`src/rtl/coreahbtoapb3_pkg.sv`:
```
// Shared definitions for the AHB-to-APB3 bridge: FSM state encoding, AHB
// transfer/response codes and small state-decode helpers.
package coreahbtoapb3_pkg;

  typedef enum logic [2:0] {
    ST_IDLE   = 3'd0,
    ST_WDATA  = 3'd1,
    ST_SETUP  = 3'd2,
    ST_ACCESS = 3'd3,
    ST_DONE   = 3'd4,
    ST_ERR1   = 3'd5,
    ST_ERR2   = 3'd6
  } state_e;

  localparam logic [1:0] HTRANS_IDLE   = 2'b00;
  localparam logic [1:0] HTRANS_BUSY   = 2'b01;
  localparam logic [1:0] HTRANS_NONSEQ = 2'b10;
  localparam logic [1:0] HTRANS_SEQ    = 2'b11;

  localparam logic HRESP_OKAY  = 1'b0;
  localparam logic HRESP_ERROR = 1'b1;

  function automatic logic trans_active(input logic [1:0] htrans);
    logic active;
    case (htrans)
      HTRANS_NONSEQ, HTRANS_SEQ: active = 1'b1;
      HTRANS_IDLE, HTRANS_BUSY:  active = 1'b0;
      default:                   active = 1'b0;
    endcase
    return active;
  endfunction

  // States in which the slave is ready and a new address phase may be taken
  function automatic logic hready_for(input state_e s);
    return (s == ST_IDLE) || (s == ST_DONE) || (s == ST_ERR2);
  endfunction

  function automatic logic hresp_for(input state_e s);
    return ((s == ST_ERR1) || (s == ST_ERR2)) ? HRESP_ERROR : HRESP_OKAY;
  endfunction

endpackage

```
`src/rtl/ahbtoapb3_timeout_counter.sv`:
```
// Counts PENABLE-high cycles that are still waiting for PREADY; flags the last
// permitted cycle. A zero limit disables the flag.
module ahbtoapb3_timeout_counter (
  input  logic        clk_i,
  input  logic        rst_i,
  input  logic        en_i,
  input  logic        clr_i,
  input  logic [15:0] limit_i,
  output logic        hit_o
);

  logic [15:0] count_q, count_d;

  always_comb begin
    if (clr_i) begin
      count_d = 16'd0;
    end else if (en_i) begin
      count_d = count_q + 16'd1;
    end else begin
      count_d = count_q;
    end
  end

  always_ff @(posedge clk_i) begin
    if (rst_i) begin
      count_q <= 16'd0;
    end else begin
      count_q <= count_d;
    end
  end

  assign hit_o = (limit_i != 16'd0) && (count_q == (limit_i - 16'd1));

endmodule

```
`src/rtl/ahbtoapb3_transfer_ctrl.sv`:
```
// AHB-Lite slave transfer controller of the AHB-to-APB3 bridge: registers AHB
// address phases onto APB and hands PENABLE timing to the downstream scheduler.
module ahbtoapb3_transfer_ctrl
  import coreahbtoapb3_pkg::*;
#(
  parameter int ADDR_WIDTH     = 32,
  parameter int DATA_WIDTH     = 32,
  parameter int TIMEOUT_CYCLES = 0
) (
  input  logic                  HCLK,
  input  logic                  HRESET,
  input  logic                  HSEL,
  input  logic [1:0]            HTRANS,
  input  logic                  HWRITE,
  input  logic [ADDR_WIDTH-1:0] HADDR,
  input  logic [DATA_WIDTH-1:0] HWDATA,
  input  logic                  HREADY,
  output logic                  HREADYOUT,
  output logic                  HRESP,
  output logic [DATA_WIDTH-1:0] HRDATA,
  output logic                  PSEL,
  output logic [ADDR_WIDTH-1:0] PADDR,
  output logic                  PWRITE,
  output logic [DATA_WIDTH-1:0] PWDATA,
  input  logic [DATA_WIDTH-1:0] PRDATA,
  input  logic                  PREADY,
  input  logic                  PSLVERR,
  input  logic                  PENABLE,
  output logic                  setPenable,
  output logic                  clrPenable
);

  localparam logic [15:0] TimeoutLimit = 16'(TIMEOUT_CYCLES);

  state_e                state_q, state_d;
  logic                  psel_q, psel_d;
  logic [ADDR_WIDTH-1:0] paddr_q, paddr_d;
  logic                  pwrite_q, pwrite_d;
  logic [DATA_WIDTH-1:0] pwdata_q, pwdata_d;
  logic [DATA_WIDTH-1:0] hrdata_q, hrdata_d;
  logic                  setpen_q, setpen_d;
  logic                  hreadyout_q, hresp_q;

  logic accept_s, access_s, cnt_hit_s, timeout_hit_s, complete_s;

  assign access_s      = (state_q == ST_ACCESS);
  assign accept_s      = HSEL & HREADY & trans_active(HTRANS);
  // PREADY always beats the timeout, so PSLVERR alone decides a late-ready response
  assign timeout_hit_s = cnt_hit_s & ~PREADY;
  assign complete_s    = access_s & PENABLE & (PREADY | timeout_hit_s);

  ahbtoapb3_timeout_counter u_timeout (
    .clk_i   (HCLK),
    .rst_i   (HRESET),
    .en_i    (access_s & PENABLE & ~PREADY),
    .clr_i   (~access_s),
    .limit_i (TimeoutLimit),
    .hit_o   (cnt_hit_s)
  );

  always_comb begin
    state_d  = state_q;
    psel_d   = psel_q;
    paddr_d  = paddr_q;
    pwrite_d = pwrite_q;
    pwdata_d = pwdata_q;
    hrdata_d = hrdata_q;
    setpen_d = 1'b0;
    case (state_q)
      ST_IDLE, ST_DONE, ST_ERR2: begin
        if (accept_s) begin
          paddr_d  = HADDR;
          pwrite_d = HWRITE;
          if (HWRITE) begin
            state_d = ST_WDATA;
          end else begin
            state_d  = ST_SETUP;
            psel_d   = 1'b1;
            setpen_d = 1'b1;
          end
        end else begin
          state_d = ST_IDLE;
        end
      end
      ST_WDATA: begin
        pwdata_d = HWDATA;
        state_d  = ST_SETUP;
        psel_d   = 1'b1;
        setpen_d = 1'b1;
      end
      ST_SETUP: state_d = ST_ACCESS;
      ST_ACCESS: begin
        if (complete_s) begin
          if (!pwrite_q) begin
            hrdata_d = PRDATA;
          end else begin
            hrdata_d = hrdata_q;
          end
          psel_d  = 1'b0;
          state_d = (PSLVERR | timeout_hit_s) ? ST_ERR1 : ST_DONE;
        end else begin
          state_d = ST_ACCESS;
        end
      end
      ST_ERR1: state_d = ST_ERR2;
      default: begin
        state_d = ST_IDLE;
        psel_d  = 1'b0;
      end
    endcase
  end

  // AHB response flags are decoded from the next state so they stay registered
  always_ff @(posedge HCLK) begin
    if (HRESET) begin
      state_q     <= ST_IDLE;
      psel_q      <= 1'b0;
      paddr_q     <= '0;
      pwrite_q    <= 1'b0;
      pwdata_q    <= '0;
      hrdata_q    <= '0;
      setpen_q    <= 1'b0;
      hreadyout_q <= 1'b1;
      hresp_q     <= HRESP_OKAY;
    end else begin
      state_q     <= state_d;
      psel_q      <= psel_d;
      paddr_q     <= paddr_d;
      pwrite_q    <= pwrite_d;
      pwdata_q    <= pwdata_d;
      hrdata_q    <= hrdata_d;
      setpen_q    <= setpen_d;
      hreadyout_q <= hready_for(state_d);
      hresp_q     <= hresp_for(state_d);
    end
  end

  assign HREADYOUT  = hreadyout_q;
  assign HRESP      = hresp_q;
  assign HRDATA     = hrdata_q;
  assign PSEL       = psel_q;
  assign PADDR      = paddr_q;
  assign PWRITE     = pwrite_q;
  assign PWDATA     = pwdata_q;
  assign setPenable = setpen_q;
  assign clrPenable = complete_s;

endmodule

```
`config.mk`:
```
export PLATFORM = sky130hd
export DESIGN_NAME = ahbtoapb3_transfer_ctrl
export DESIGN_NICKNAME = d
export VERILOG_FILES = /design/src/rtl/coreahbtoapb3_pkg.sv /design/src/rtl/ahbtoapb3_timeout_counter.sv /design/src/rtl/ahbtoapb3_transfer_ctrl.sv
export SDC_FILE = /design/constraint.sdc
export NUM_CORES = 1
export LEC_CHECK = 0
export CAP_MARGIN = 20
export CORE_MARGIN = 10
export CORE_UTILIZATION = 38
export DETAILED_ROUTE_END_ITERATION = 12
export PLACE_DENSITY_LB_ADDON = 0.3
export SYNTH_ARGS = -nofsm -noshare
export SYNTH_HDL_FRONTEND = slang
export SYNTH_SLANG_ARGS = --single-unit
```
`constraint.sdc`:
```
create_clock -name HCLK -period 1.6 [get_ports HCLK]
set_input_delay 0.16 -clock HCLK [delete_from_list [all_inputs] [get_ports HCLK]]
set_output_delay 0.16 -clock HCLK [all_outputs]
set_load 0.03 [all_outputs]
```
# Word-level counts from Yosys, hierarchy flattened
# Cells that the tools add are included.
# classes
eq_ne,15
n_mux,14
bitwise_logic,6
reduce_logical,13
# op_table
operator,count
3-bit equality test (second input constant),6
3-bit one-hot mux with 5 select lines,1
1-bit two-way mux,7
3-bit by 2-bit equality test with 1-bit output (second input constant),2
3-bit zero test,2
3-bit two-way mux,2
2-bit inequality test (second input constant),3
2-bit OR reduction,3
1-bit AND,4
2-bit equality test (second input constant),2
1-bit one-hot mux with 2 select lines,2
1-bit one-hot mux with 4 select lines,1
4-bit AND reduction,1
3-bit by 1-bit equality test with 1-bit output (second input constant),1
1-bit logical OR,3
3-bit AND reduction,1
3-bit OR reduction,1
2-bit by 1-bit equality test with 1-bit output (second input constant),1
2-bit zero test,1
2-bit two-way mux,1
1-bit inverter,2
2-bit AND reduction,1
# word_totals
ff_bits,104
input_bits,106
output_inout_bits,102
elab_cells,57

# Logic depth before layout (Yosys ltp)
# Gate-level depths: netlist of the first run.
# depth
word_depth,9
mapped_depth,7
depth_no_buf,4

# By module
# Synthesis of the first run repeated with hierarchy kept, for this count alone.
# unflattened
cells_unflattened,635
hier_area_um2,4979.8
# by_module_without_submodules
module,n_inst,cells_per_inst,area_per_inst_um2
ahbtoapb3_transfer_ctrl,1,468,3709.8
ahbtoapb3_timeout_counter,1,167,1270.0

# Worst setup path before layout of the first run
# Ideal clock, no wire load.
# synth_path
path_kind,register to register
from,register state_q[1]
to,register pwrite_q (netlist: PWRITE)
setup_ps,132
arrival_ps,1372
t_required_ps,1468
slack_ps,96
path_stages_with_launch,8
path_cell_list,dfxtp_1 > nor2b_1 > buf_2 > or3_1 > buf_4 > buf_6 > nand2_1 > a21oi_1
# synth_via
elab_chain_len,3
word_cells_on_any_way,5
classes_between,2 x eq/ne; 3 x reduce/logical
# synth_lines
item,line_no,source
start: declaration,ahbtoapb3_transfer_ctrl.sv:35,"state_e state_q, state_d;"
start signal: assignment,ahbtoapb3_transfer_ctrl.sv:126,state_q <= state_d;
3-bit equality test / 3-bit zero test (equally long branches),ahbtoapb3_transfer_ctrl.sv:69,case (state_q)
3-bit OR reduction *,ahbtoapb3_transfer_ctrl.sv:69,
2-bit AND reduction (no source line) *,-,
end signal: assignment,ahbtoapb3_transfer_ctrl.sv:129,pwrite_q <= pwrite_d;
end: declaration,ahbtoapb3_transfer_ctrl.sv:38,"logic pwrite_q, pwrite_d;"
# Every way passes the cells marked *; elsewhere a longest branch is shown, timed or not.
# A chain may end at the register's enable or synchronous reset.

# Worst setup path in the final report of the first run
# layout_path
from,register pwdata_q[31] (netlist: PWDATA[31])
to,output PWDATA[31]
# layout_rtl
item,line_no,source
start: declaration,ahbtoapb3_transfer_ctrl.sv:39,"logic [DATA_WIDTH-1:0] pwdata_q, pwdata_d;"
start signal: assignment,ahbtoapb3_transfer_ctrl.sv:130,pwdata_q <= pwdata_d;
end: declaration,ahbtoapb3_transfer_ctrl.sv:24,"output logic [DATA_WIDTH-1:0] PWDATA,"
# No word-level cell between the ends.

==> summary.txt, run 1 <==
First-pass GRT wire length -> 19.60 mm
Register-to-Register Setup Slack -> 170 ps
Mux contribution to synthesized area -> 0%
Register area share after synthesis -> 56.18%
Synth Area in Compound Gates -> 15.26%
Largest family of logic cells by synthesized area -> simple AND/OR/NAND/NOR gates
Post-Synth Simple-Gate Area -> 24.11%
TritonRoute pass-1 iters -> 4
Crit-path leading delay family -> buffers and inverters
Crit-path max FO -> 2
Syn avg cell area -> 7.970 um^2
Worst Setup End Kind -> output pin
GPL Wtd Cong -> 0.7851
Routed Wire Length -> 12.53 mm
Final Critical Period -> 1564 ps
Post-CTS setup buffers -> 0
Final setup vio count -> 0
Port Buffers -> 206
Die area -> 0.01410 mm^2
Total power -> 5.279 mW
Skew-Pair Late Insertion Delay -> 360 ps
Clock Tree Buf Depth -> 2
Syn-to-layout area delta -> 70.43%
H-tree depth -> 3
Die height -> 118.8 um
Peak VDD IR -> 0.5090 mV
Post-route DRC violation count -> 0
Cells after DPL -> 785
Critical path, cell by cell -> clkdlybuf4s50_1
Slew HR -> 75.30%
Num CTS Buffers -> 9
FF-to-FF path depth -> 6
Chip Width -> 118.8 um
Layout cell share with drive strength beyond 1 -> 6.250%
Clk sinks -> 104
Gr ovfl total -> 0
Critical path launch point type -> flip-flop
Hold path cells -> 2
Vias in the first global route -> 3764
Area after DPL -> 0.006006 mm^2
Cell variety after synth -> 27
Power density over the cells -> 835.8 mW/mm^2
Worst r2r dst -> PADDR[19]
HPWL Detailed -> 9.580 mm
Max Clock Skew -> 15.11 ps
Critical Path Stages -> 1
Pin count of the biggest net entering global routing -> 41
Post-synthesis share of cell area spent on xor and xnor gates -> 0%
Synth Register Bits -> 104
Final period util -> 97.74%
Mapped cell area -> 0.003706 mm^2
Synthesis Warnings -> 0
Buffers & Inverters on Critical Path -> 1
Setup ws final -> 36.11 ps
Final Hold Viols -> 0
Initial antenna violation count -> 0
Outcome -> finished, final reports clean
Crit Path Class -> reg -> out
Initial DRC Count -> 198
Post-route design area -> 0.006316 mm^2
Setup TNS -> 0 ps
Worst R2R Start -> state_q[1]
CTS Hold Bufs -> 0
Fmax -> 0.6394 GHz
I/O pin cnt -> 208
Yosys top cell area share -> 56.18%
Total track usage -> 16.87%
Cell taking the most area after synthesis -> dfxtp_1
CTS root buf -> clkbuf_8
CP endpoint -> PWDATA[31]
Place WS -> -123.1 ps
Vias -> 3785
Gate Count Post-Synth -> 465
Critical path's largest stage delay -> 710 ps
Std cell rows -> 35
Final Max Slew Viols -> 0
Leak -> 2.864 nW
Synth area leaders -> dfxtp_1 56%, nand2_1 20%, a21oi_1 13%
Vias per cell -> 4.725
Initial Utilization -> 39.55%
Routed WL per cell -> 15.64 um
Clk slew on worst S/H paths -> 90 ps
Crit path max-delay cell type -> clkdlybuf4s50_1
CTS tree -> built
Finished Layout Cells -> 801
Final nets -> 773
Max Cap Viol -> 0
Core outline area -> 0.009371 mm^2
CP startpoint -> PWDATA[31]
HP Class -> in -> reg
Final antenna-violating net count -> 0
WP data required -> 1440 ps
Slew of the pin with the lowest slew margin -> 369.3 ps
Post-Synth Adder-Cell Area -> 0%
Crit path DAT -> 1400 ps
Antenna diode count -> 0
Mapped Nets -> 571
==> per-stage QoR <==
step                hold slack [ps]  utilization, %
floorplan                     238.6               -
global placement              440.6           64.09
detailed placement            446.3           64.09
CTS                           172.3           66.29
global route                  183.8           67.40
finish                        190.9           67.40
==> cells by family (layout without fill, tap and decap cells) <==
family | count (synthesis) | in the layout
buffers and inverters | 35 | 242
flip-flops | 104 | 104
AO/OA/AOI/OAI | 109 | 109
AND/OR/NAND/NOR | 217 | 217
==> layout make-up <==
| type | instances | area, um^2 |
|---|---|---|
| fillers | 787 | 3055 |
| repair buffers | 225 | 2385 |
| flip-flops and latches | 104 | 2082 |
| multi-input cells | 326 | 1474 |
| well taps | 129 | 161.4 |
| clock buffers | 10 | 137.6 |
| clock inverters | 6 | 72.57 |
| inverters | 1 | 3.754 |
==> report_power, final <==
| group | switching (mW) | leakage (nW) | internal (mW) | total [mW] |
|---|---|---|---|---|
| sequential | 0.0383 | 0.842 | 2.66 | 2.70 |
| combinational | 0.408 | 1.92 | 0.451 | 0.859 |
| clock | 0.931 | 0.104 | 0.787 | 1.72 |
| total | 1.38 | 2.86 | 3.90 | 5.28 |
==> sequential cells by signal, indices dropped and copies added (netlist names) <==
name	flops
HRESP	1
HRDATA	32
PWDATA	32
setPenable	1
state_q	3
PWRITE	1
HREADYOUT	1
PSEL	1
PADDR	32
==> cells in the mapped netlist <==
cell	count
dfxtp_1	104
nand3_1	2
nand2_1	196
a211o_1	1
buf_2	6
nor3_4	1
nor4b_2	1
and4b_1	2
or3_1	2
o21ai_0	1
nor2_1	4
a21oi_1	98
buf_4	1
nand3b_1	1
o21ai_1	3
or3b_1	1
nand2b_1	2
buf_6	3
nor3_2	1
a31o_1	1
nor3b_2	1
a21boi_1	3
nor2b_1	2
clkbuf_1	24
o21a_1	2
inv_1	1
nor3_1	1
==> worst min-delay path by stage <==
stage                     from          to  slack (ps)
CTS                     HRESET  state_q[1]         170
floorplan               HRESET  setPenable         240
finish                  HRESET  state_q[1]         190
detailed placement  HRDATA[27]  HRDATA[27]         450
global route            HRESET  HRDATA[12]         180
global placement     HRDATA[5]   HRDATA[5]         440
==> metal layers <==
metal	global-route usage, %	routed length [um]	vias to the layer above
met3	7.520	1218	17
li1	-	-	1906
met4	6.260	264	0
met5	0	0	-
met1	18.08	4799	1724
met2	28.67	6246	138
==> placed cells by master, fill, tap and decap left out, types with 2 or more instances in the layout <==
cell	count
dlymetal6s2s_1	39
dfxtp_1	104
or3_1	2
buf_12	7
o21ai_1	3
a21boi_1	3
inv_6	3
clkdlybuf4s50_1	162
nand2_1	196
nor2_1	4
nor3_4	2
clkbuf_8	10
nand2b_1	2
and4b_1	2
a21oi_1	98
buf_4	13
o21a_1	2
dlygate4sd2_1	3
nand3_1	2
==> what timing repair did <==
| action | in CTS | in global routing |
|---|---|---|
| gates resized for setup | 3 | 41 |
| setup endpoints to repair | 3 | 65 |
| cloned | 0 | 0 |
Note: power is estimated with default switching activity, not from simulation.
==> inputs of run 2 (changes only) <==
- CORE_ASPECT_RATIO: default -> 0.5
==> run 2 against run 1 <==
Net effect:
- critical path depth unchanged
- power increased by 8.9%
- combinational power about the same
- cell area increased by 0.38%
- sequential share of layout area decreased by 0.12 points
- via count decreased by 1.2%
- final cell count increased by 0.87%
- critical path type unchanged
- largest cell class unchanged
- largest power group unchanged
- highest routed layer unchanged
==> summary.txt, run 2 (synthesized netlist as in run 1, its figures left out) <==
Outcome -> finished, final reports clean (unchanged)
Vias in the first global route -> 3578 (was 3764)
GPL Wtd Cong -> 0.8453 (was 0.7851)
Crit-path leading delay family -> buffers and inverters (unchanged)
WP data required -> 1440 ps (about the same)
Fin Hold WS -> 241.0 ps (was 190.9 ps)
Final nets -> 774 (was 773)
Post-route design area -> 0.006340 mm^2 (was 0.006316 mm^2)
Pin count of the biggest net entering global routing -> 39 (was 41)
Num CTS Buffers -> 9 (unchanged)
I/O pin cnt -> 208 (unchanged)
Clk sinks -> 104 (unchanged)
Hold path cells -> 2 (unchanged)
Hold path start -> HRESET (unchanged)
Clock Tree Buf Depth -> 2 (unchanged)
Max Clock Skew -> 6.760 ps (was 15.11 ps)
Core outline area -> 0.009478 mm^2 (was 0.009371 mm^2)
# resized after CTS -> 1 (was 3)
Port Buffers -> 206 (unchanged)
Antenna diode count -> 0 (unchanged)
HP Class -> in -> reg (unchanged)
Crit path DAT -> 1380 ps (was 1400 ps)
Chip Width -> 159.7 um (was 118.8 um)
Clk slew on worst S/H paths -> 70 ps (was 90 ps)
Hold Crit Endpoint -> PWDATA[30] (was state_q[1])
Register area -> 0.002082 mm^2 (unchanged)
Multi-input gate area -> 0.001474 mm^2 (unchanged)
Critical path launch point type -> flip-flop (unchanged)
Clock power share -> 37.9% (was 32.5%)
Total power -> 5.746 mW (was 5.279 mW)
Final core occ -> 66.89% (was 67.40%)
Reg power frac -> 47.1% (was 51.2%)
Die area -> 0.01434 mm^2 (was 0.01410 mm^2)
CTS root buf -> clkbuf_16 (was clkbuf_8)
Routed Wire Length -> 12.28 mm (was 12.53 mm)
Vias per cell -> 4.630 (was 4.725)
CTS Hold Bufs -> 0 (unchanged)
Worst Setup End Kind -> output pin (unchanged)
Int Pwr -> 4.396 mW (was 3.902 mW)
Initial DRC Count -> 234 (was 198)
Final antenna-violating net count -> 0 (unchanged)
Logic gate share of total power -> 15.0% (was 16.3%)
Worst r2r dst -> PADDR[30] (was PADDR[19])
Routed WL per cell -> 15.20 um (was 15.64 um)
CP startpoint -> PADDR[25] (was PWDATA[31])
Final Max Slew Viols -> 0 (unchanged)
Most frequent cells in the layout -> 203 x clkdlybuf4s50_1, 196 x nand2_1, 104 x dfxtp_1 (was 196 x nand2_1, 162 x clkdlybuf4s50_1, 104 x dfxtp_1)
Register-to-Register Setup Slack -> 150 ps (was 170 ps)
Max Cap Viol -> 0 (unchanged)
Finished Layout Cells -> 808 (was 801)
Std cell rows -> 25 (was 35)
First-pass GRT wire length -> 19.37 mm (was 19.60 mm)
Crit Path Class -> reg -> out (unchanged)
Die height -> 89.83 um (was 118.8 um)
Final Hold Viols -> 0 (unchanged)
FILL cells -> 788 (was 787)
Gr ovfl total -> 0 (unchanged)
HPWL Detailed -> 9.152 mm (was 9.580 mm)
Vias -> 3741 (was 3785)
Leak -> 2.194 nW (was 2.864 nW)
Place WS -> -86.17 ps (was -123.1 ps)
H-tree depth -> 3 (unchanged)
Net Sw Power -> 1.350 mW (was 1.377 mW)
Final setup vio count -> 0 (unchanged)
Worst R2R Start -> state_q[1] (unchanged)
Buffers & Inverters on Critical Path -> 1 (unchanged)
Peak VDD IR -> 0.5823 mV (was 0.5090 mV)
Crit path max-delay cell type -> clkdlybuf4s50_1 (unchanged)
Critical Path Stages -> 1 (unchanged)
Cells after DPL -> 792 (was 785)
Slew of the pin with the lowest slew margin -> 394.3 ps (was 369.3 ps)
Crit-path max FO -> 2 (unchanged)
Initial Utilization -> 39.10% (was 39.55%)
Area after DPL -> 0.006033 mm^2 (was 0.006006 mm^2)
Sw Share -> 23.50% (was 26.09%)
Final Critical Period -> 1536 ps (was 1564 ps)
Initial antenna violation count -> 0 (unchanged)
Setup TNS -> 0 ps (unchanged)
CTS tree -> built (unchanged)
Post-route DRC violation count -> 0 (unchanged)
Layout cell share with drive strength beyond 1 -> 6.241% (was 6.250%)
Slew HR -> 73.72% (was 75.30%)
Fmax -> 0.6509 GHz (was 0.6394 GHz)
Final period util -> 96.03% (was 97.74%)
Setup ws final -> 63.56 ps (was 36.11 ps)
Most common cell after layout, fill and taps aside -> clkdlybuf4s50_1 (was nand2_1)
RSZ-0062 raised after global routing -> false
Total track usage -> 16.30% (was 16.87%)
Syn-to-layout area delta -> 71.07% (was 70.43%)
Power density over the cells -> 906.3 mW/mm^2 (was 835.8 mW/mm^2)
TritonRoute pass-1 iters -> 4 (unchanged)
Critical path, cell by cell -> clkdlybuf4s50_1 (unchanged)
Skew-Pair Late Insertion Delay -> 330 ps (was 360 ps)
Critical path's largest stage delay -> 710 ps (about the same)
FF-to-FF path depth -> 5 (was 6)
Post-CTS setup buffers -> 0 (unchanged)
==> run 2: per-layer routing <==
layer | track usage, % | share of wire, % | routed length [um] | vias to the layer above
met2 | 30.03 | 52 | 6409 | 111
met5 | 0 | 0 | 0 | -
met1 | 17.06 | 39 | 4777 | 1712
li1 | - | - | - | 1903
met4 | 4.601 | 1.9 | 231 | 0
met3 | 6.051 | 7.0 | 862 | 15
==> run 2: worst max-delay path by stage <==
stage | end | slack [ps]
floorplan | PWRITE | 100
finish | PADDR[25] | 60
detailed placement | PADDR[30] | -90
CTS | PADDR[25] | 50
global route | HRDATA[0] | 10
global placement | PADDR[29] | -30
==> run 2: power groups by stage <==
stage / combinational (mW) / sequential, mW / clock (mW)
after floorplan: 0.214 / 2.91 / 0
after global placement: 0.857 / 2.76 / 0
after detailed placement: 0.865 / 2.76 / 0
after CTS: 0.869 / 2.70 / 2.24
after global routing: 0.919 / 2.71 / 2.35
final: 0.862 / 2.70 / 2.18
==> run 2: area by class of cell <==
type | instances | area share, %
Clock buffer | 15 | 4.697
Sequential cell | 104 | 32.84
Multi-Input combinational cell | 326 | 23.25
Tap cell | 135 | 2.664
Inverter | 1 | 0.05921
Timing Repair Buffer | 226 | 36.37
Clock inverter | 1 | 0.1184
